<file path="src/rtl/sq_write_issue.sv">
// Store-queue drain engine: pops released stores into a one-entry write request register,
// bounds in-flight writes with credits, and supports a drain handshake.
// Optional ack watchdog enabled by SQ_WRITE_ISSUE_ACK_TIMEOUT_EN.
module sq_write_issue #(
  parameter int unsigned MAX_OUTSTANDING = 4,
  parameter int unsigned SUBUNIT_W       = 2,
  parameter int unsigned ACK_TIMEOUT     = 1024,
  localparam int unsigned CW             = $clog2(MAX_OUTSTANDING + 1)
) (
  input  logic                 clk,
  input  logic                 rst,
  input  logic                 sq_valid,
  input  logic [31:0]          sq_addr,
  input  logic [3:0]           sq_be,
  input  logic [31:0]          sq_data,
  input  logic [SUBUNIT_W-1:0] sq_subunit_id,
  output logic                 sq_pop,
  output logic                 wr_valid,
  input  logic                 wr_ready,
  output logic [31:0]          wr_addr,
  output logic [3:0]           wr_be,
  output logic [31:0]          wr_data,
  output logic [SUBUNIT_W-1:0] wr_subunit_id,
  input  logic                 wr_ack,
  input  logic                 drain_req,
  output logic                 drain_done,
  output logic [CW-1:0]        credits,
  output logic                 ack_underflow,
  output logic                 ack_timeout
);

  typedef enum logic [1:0] {StRun, StDraining, StDrained} state_e;

  state_e         state_q, state_d;
  logic [CW-1:0]  credits_q, credits_d;
  logic           wr_valid_q, wr_valid_d;
  logic           underflow_q;
  logic           ack_ok;

  assign ack_ok = wr_ack && (credits_q != '0);

  // The buffered request already holds a credit, so the credit check alone bounds issue.
  assign sq_pop = sq_valid && (state_q == StRun) && (!wr_valid_q || wr_ready) &&
                  (credits_q < CW'(MAX_OUTSTANDING));

  assign wr_valid_d = sq_pop || (wr_valid_q && !wr_ready);
  assign credits_d  = credits_q + CW'(sq_pop) - CW'(ack_ok);

  always_comb begin
    state_d = state_q;
    unique case (state_q)
      StRun: begin
        if (drain_req) state_d = StDraining;
      end
      StDraining: begin
        if (!drain_req) begin
          state_d = StRun;
        end else if ((credits_d == '0) && !wr_valid_d) begin
          state_d = StDrained;
        end
      end
      StDrained: begin
        if (!drain_req) state_d = StRun;
      end
      default: state_d = StRun;
    endcase
  end

  always_ff @(posedge clk) begin
    if (rst) begin
      state_q     <= StRun;
      credits_q   <= '0;
      wr_valid_q  <= 1'b0;
      underflow_q <= 1'b0;
    end else begin
      state_q     <= state_d;
      credits_q   <= credits_d;
      wr_valid_q  <= wr_valid_d;
      if (wr_ack && (credits_q == '0)) underflow_q <= 1'b1;
    end
  end

  always_ff @(posedge clk) begin
    if (sq_pop) begin
      wr_addr       <= sq_addr;
      wr_be         <= sq_be;
      wr_data       <= sq_data;
      wr_subunit_id <= sq_subunit_id;
    end
  end

  assign wr_valid      = wr_valid_q;
  assign credits       = credits_q;
  assign ack_underflow = underflow_q;
  assign drain_done    = (state_q == StDrained);

`ifdef SQ_WRITE_ISSUE_ACK_TIMEOUT_EN
  localparam int unsigned TW = $clog2(ACK_TIMEOUT + 1);

  logic [TW-1:0] to_cnt_q;
  logic          to_flag_q;

  always_ff @(posedge clk) begin
    if (rst) begin
      to_cnt_q  <= '0;
      to_flag_q <= 1'b0;
    end else begin
      if (wr_ack || (credits_q == '0)) begin
        to_cnt_q <= '0;
      end else if (to_cnt_q != TW'(ACK_TIMEOUT)) begin
        to_cnt_q <= to_cnt_q + 1'b1;
      end
      if (to_cnt_q == TW'(ACK_TIMEOUT)) to_flag_q <= 1'b1;
    end
  end

  assign ack_timeout = to_flag_q;
`else
  logic unused_timeout_cfg;
  assign unused_timeout_cfg = ^ACK_TIMEOUT;
  assign ack_timeout        = 1'b0;
`endif

endmodule

</file>
<file path="config.mk">
export PLATFORM = sky130hd
export DESIGN_NAME = sq_write_issue
export DESIGN_NICKNAME = d
export VERILOG_FILES = /design/src/rtl/sq_write_issue.sv
export SDC_FILE = /design/constraint.sdc
export NUM_CORES = 1
export LEC_CHECK = 0
export CELL_PAD_IN_SITES_DETAIL_PLACEMENT = 0
export CELL_PAD_IN_SITES_GLOBAL_PLACEMENT = 2
export CORE_MARGIN = 5
export CORE_UTILIZATION = 21
export CTS_CLUSTER_DIAMETER = 50
export DETAILED_ROUTE_END_ITERATION = 12
export GPL_TIMING_DRIVEN = 0
export PLACE_DENSITY = 0.85
export SYNTH_ARGS = -nofsm -noshare
export SYNTH_HDL_FRONTEND = slang
export SYNTH_SLANG_ARGS = --single-unit
</file>
<file path="constraint.sdc">
create_clock -name clk -period 8.35 [get_ports clk]
set_input_delay 2.505 -clock clk [delete_from_list [all_inputs] [get_ports clk]]
set_output_delay 2.505 -clock clk [all_outputs]
set_load 0.005 [all_outputs]
</file>
==> results list <==
- The flow ran to the end, and the final reports show no timing, DRC or antenna violations.
* Setup violation total in the final timing report: 0
- For this run the aggregate overflow at the end of global routing stands at 0.
* Count of unique library cells instantiated by Yosys: 19
- Antenna violations before repair: 2
- Cells with a size suffix above 1 make up 7.97% of the layout.
- After the last flow step, the layout net total stands at 350.
- The worst setup path is of the input pin to output pin kind.
- In the final routed layout, each cell accounts on average for about 15 um.
- Overall Global Routing Usage: 9.18%
- The number of hold violations in the final report was 0.
* Total vias in the final route: 1,569
- For this run, the share of the core covered by cells in the final layout is about two fifths.
* Core box area: roughly 11,000 um2
- Chip height: between 100 and 150 um
- Measured against its own limit, the worst slew margin works out to 59.7%.
- Count of inserted antenna diode cells: 0
* Most common library cell in the layout ignoring fill and taps: clkdlybuf4s50_1
- Post-CTS sizing: 0
* HPWL after detailed placement: 4940 um
- 1st-pass router iterations: 4
* Number of warnings reported in the yosys synthesis log: 0
- The clock passes through at most 2 buffers.
- From synthesis to final layout, the design area changed by 84.7%.
* Number of global-route vias before repair: 1,717
- Minimum clock period: between 7000 and 8000 ps
- Setup repair after global routing left no endpoint under its margin.
- Along the worst hold path, the cell count comes to 2.
- Category of the worst setup path capture point: output pin
- After detailed routing, the number of remaining DRC violations is 0.
- 154 I/O pins were placed.
* Total wire length after detailed routing: around 6300 um
- Clk Latency, worst-skew pair: 320 ps
- Total area of sequential cells: 2240 um2
- Maximum achievable frequency: between 100 and 150 MHz
* Final worst clock skew: 5.35 ps
* Hold Crit Class: register to register
* Average footprint of a synthesized cell: between 20 and 25 um2
- The root buffer cell chosen for the clock tree is clkbuf_16.
- TritonCTS clock tree: yes
- Final period util: 89.3%
- Area of the multi-input gates: 189 um2
* Launching element of the worst setup path: sq_valid
* Register clock-pin slew on the reported worst setup and hold paths: roughly 60 ps
- STA classifies the critical path startpoint as an input pin.
- Initial Util: between 20 and 25%
* Post-synth design cell area: 2450 um2
- In the routed layout, each cell is associated on average with a via count of between 3 and 4.
* Leakage: 0.00158 uW
* Worst reg-to-reg setup slack: 5690 ps
- Iteration-0 DRC count of the detailed router: ~110
- Sequential elements use 91.7% of the synthesized area.
* Highest-count cells in the layout ignoring fill and taps: clkdlybuf4s50_1, edfxtp_1, clkbuf_16
- Post-CTS setup buffer count: 0
- The floorplan step defined a die boundary enclosing 13,900 um2.
- Synthesis produced a netlist with a net count of 185.
* Final worst-path setup slack: 891 ps
- VDD sags by at most 0.135 mV.
- Worst hold endpoint: ack_underflow
- Max-cap violations in this run came to 0.
- Power spread over the standard cell area amounts to 260 nW/um2.
- Launch instance of the worst min-delay path: ack_underflow
- Entering global routing, the biggest net connects 34 pins.
- Crit Reg-Reg Startpoint: state_q[1]
- Counting every instance in the synthesized netlist gives 106.
- Crit path arrival time: 4950 ps
- Total negative slack for setup checks: 0 ps
- Path depth of the worst reg2reg path: 8
* Number of register bits inferred by synthesis: 77
* Global-route wire length before repair: 9890 um
- The number of slew-limit violations in the final report came to 0.
- Measured along the x axis, the die boundary spans 118 um.
* Fillers: 1,064
* Required time of the critical path: 5850 ps
- Reg-to-reg endpoint: state_q[1]
* Transition time at the pin with the least slew margin: 603 ps
- Hold buffers post-CTS: 0
* Sinks on Clock Net: 77
* Antenna-violating nets left: 0
- Crit-path max FO: 33
* Number of port buffers: ~150
- The initialized floorplan defines 39 standard-cell rows.
- H-Tree Level Count: 3
- Timing analysis after detailed placement gives a worst setup slack of 834 ps.
* Number of buffers added by the clock tree synthesis step: 9
- Routability-driven placement finished with a final weighted congestion of between 0.7 and 0.8.
## synth_stat cells, drive strengths merged
master	instances	share of area, %
fa	1	0.82
or4b	1	0.56
edfxtp	70	86
nand2	1	0.15
xor2	1	0.36
nor2b	5	1.3
a21oi	2	0.56
buf	1	0.31
dfxtp	7	5.7
and2b	1	0.41
conb	1	0.15
nor3	2	0.41
a21boi	1	0.31
ha	2	1.0
inv	4	0.61
nor2	4	0.61
xnor2	1	0.36
a32o	1	0.41
## critical path, cell delays in order
cell and delay [ps]:
clkdlybuf4s50_1 450, or4b_4 480, nor2_4 490, buf_16 250, buf_12 220, clkdlybuf4s50_1 540
## flip-flops by register name, indices dropped and copies added (netlist names)
signal         cells
ack_underflow      1
credits            3
state_q            2
wr_addr           32
wr_be              4
wr_data           32
wr_subunit_id      2
wr_valid           1
## worst max path at each step
stage              to  slack, ps  cells past startpoint
2_1_floorplan  sq_pop       1000                      2
3_3_place_gp   sq_pop      -1080                      4
3_5_place_dp   sq_pop        830                      6
4_1_cts        sq_pop        840                      6
5_1_grt        sq_pop        750                      6
6_report       sq_pop        890                      6
## through the flow
step,power [uW],hold slack (ps),instance area (um2),std cells
after floorplan,602,460,2450,106
after global placement,771,464,4150,401
after detailed placement,785,463,4200,403
after CTS,1200,488,4520,419
after global routing,1240,525,4520,419
final,1180,483,4520,419
## report_power, final
| part | leakage [uW] | switching [uW] | total [uW] | internal [uW] |
|---|---|---|---|---|
| Clock | 0.000156 | 144 | 406 | 262 |
| Sequential | 0.000717 | 20.9 | 520 | 499 |
| Combinational | 0.000709 | 95.0 | 250 | 155 |
| Total | 0.00158 | 260 | 1180 | 916 |
## cell type report
type / instances / share of cell area, %
Timing Repair Buffer: 154 / 34.7
Buffer: 1 / 0.166
Sequential cell: 77 / 49.6
Tap cell: 143 / 3.96
Inverter: 4 / 0.332
Multi-Input combinational cell: 24 / 4.18
Clock inverter: 6 / 1.94
Clock buffer: 10 / 5.07
## routing by layer
metal / share of wire (%) / global-route usage, % / vias to the layer above
met5: 0.33 / 0 / -
met2: 47 / 14.4 / 93
met4: 1.9 / 3.87 / 4
met1: 38 / 10.4 / 727
li1: - / - / 731
met3: 12 / 4.95 / 14
## kinds of logic (layout without fill, tap and decap cells)
| logic type | count (synthesis) | in the layout | share of synthesized area (%) |
|---|---|---|---|
| DFF | 77 | 77 | 91.7 |
| and+or+nand+nor | 14 | 14 | 3.43 |
| buffers and inverters | 5 | 175 | 0.921 |
| AOI/OAI and AO/OA | 4 | 4 | 1.28 |
| adders and majority gates | 3 | 3 | 1.84 |
| xor gates and xnor gates | 2 | 2 | 0.716 |
| other | 1 | 1 | 0.153 |
Note: power is estimated with default switching activity, not from simulation.
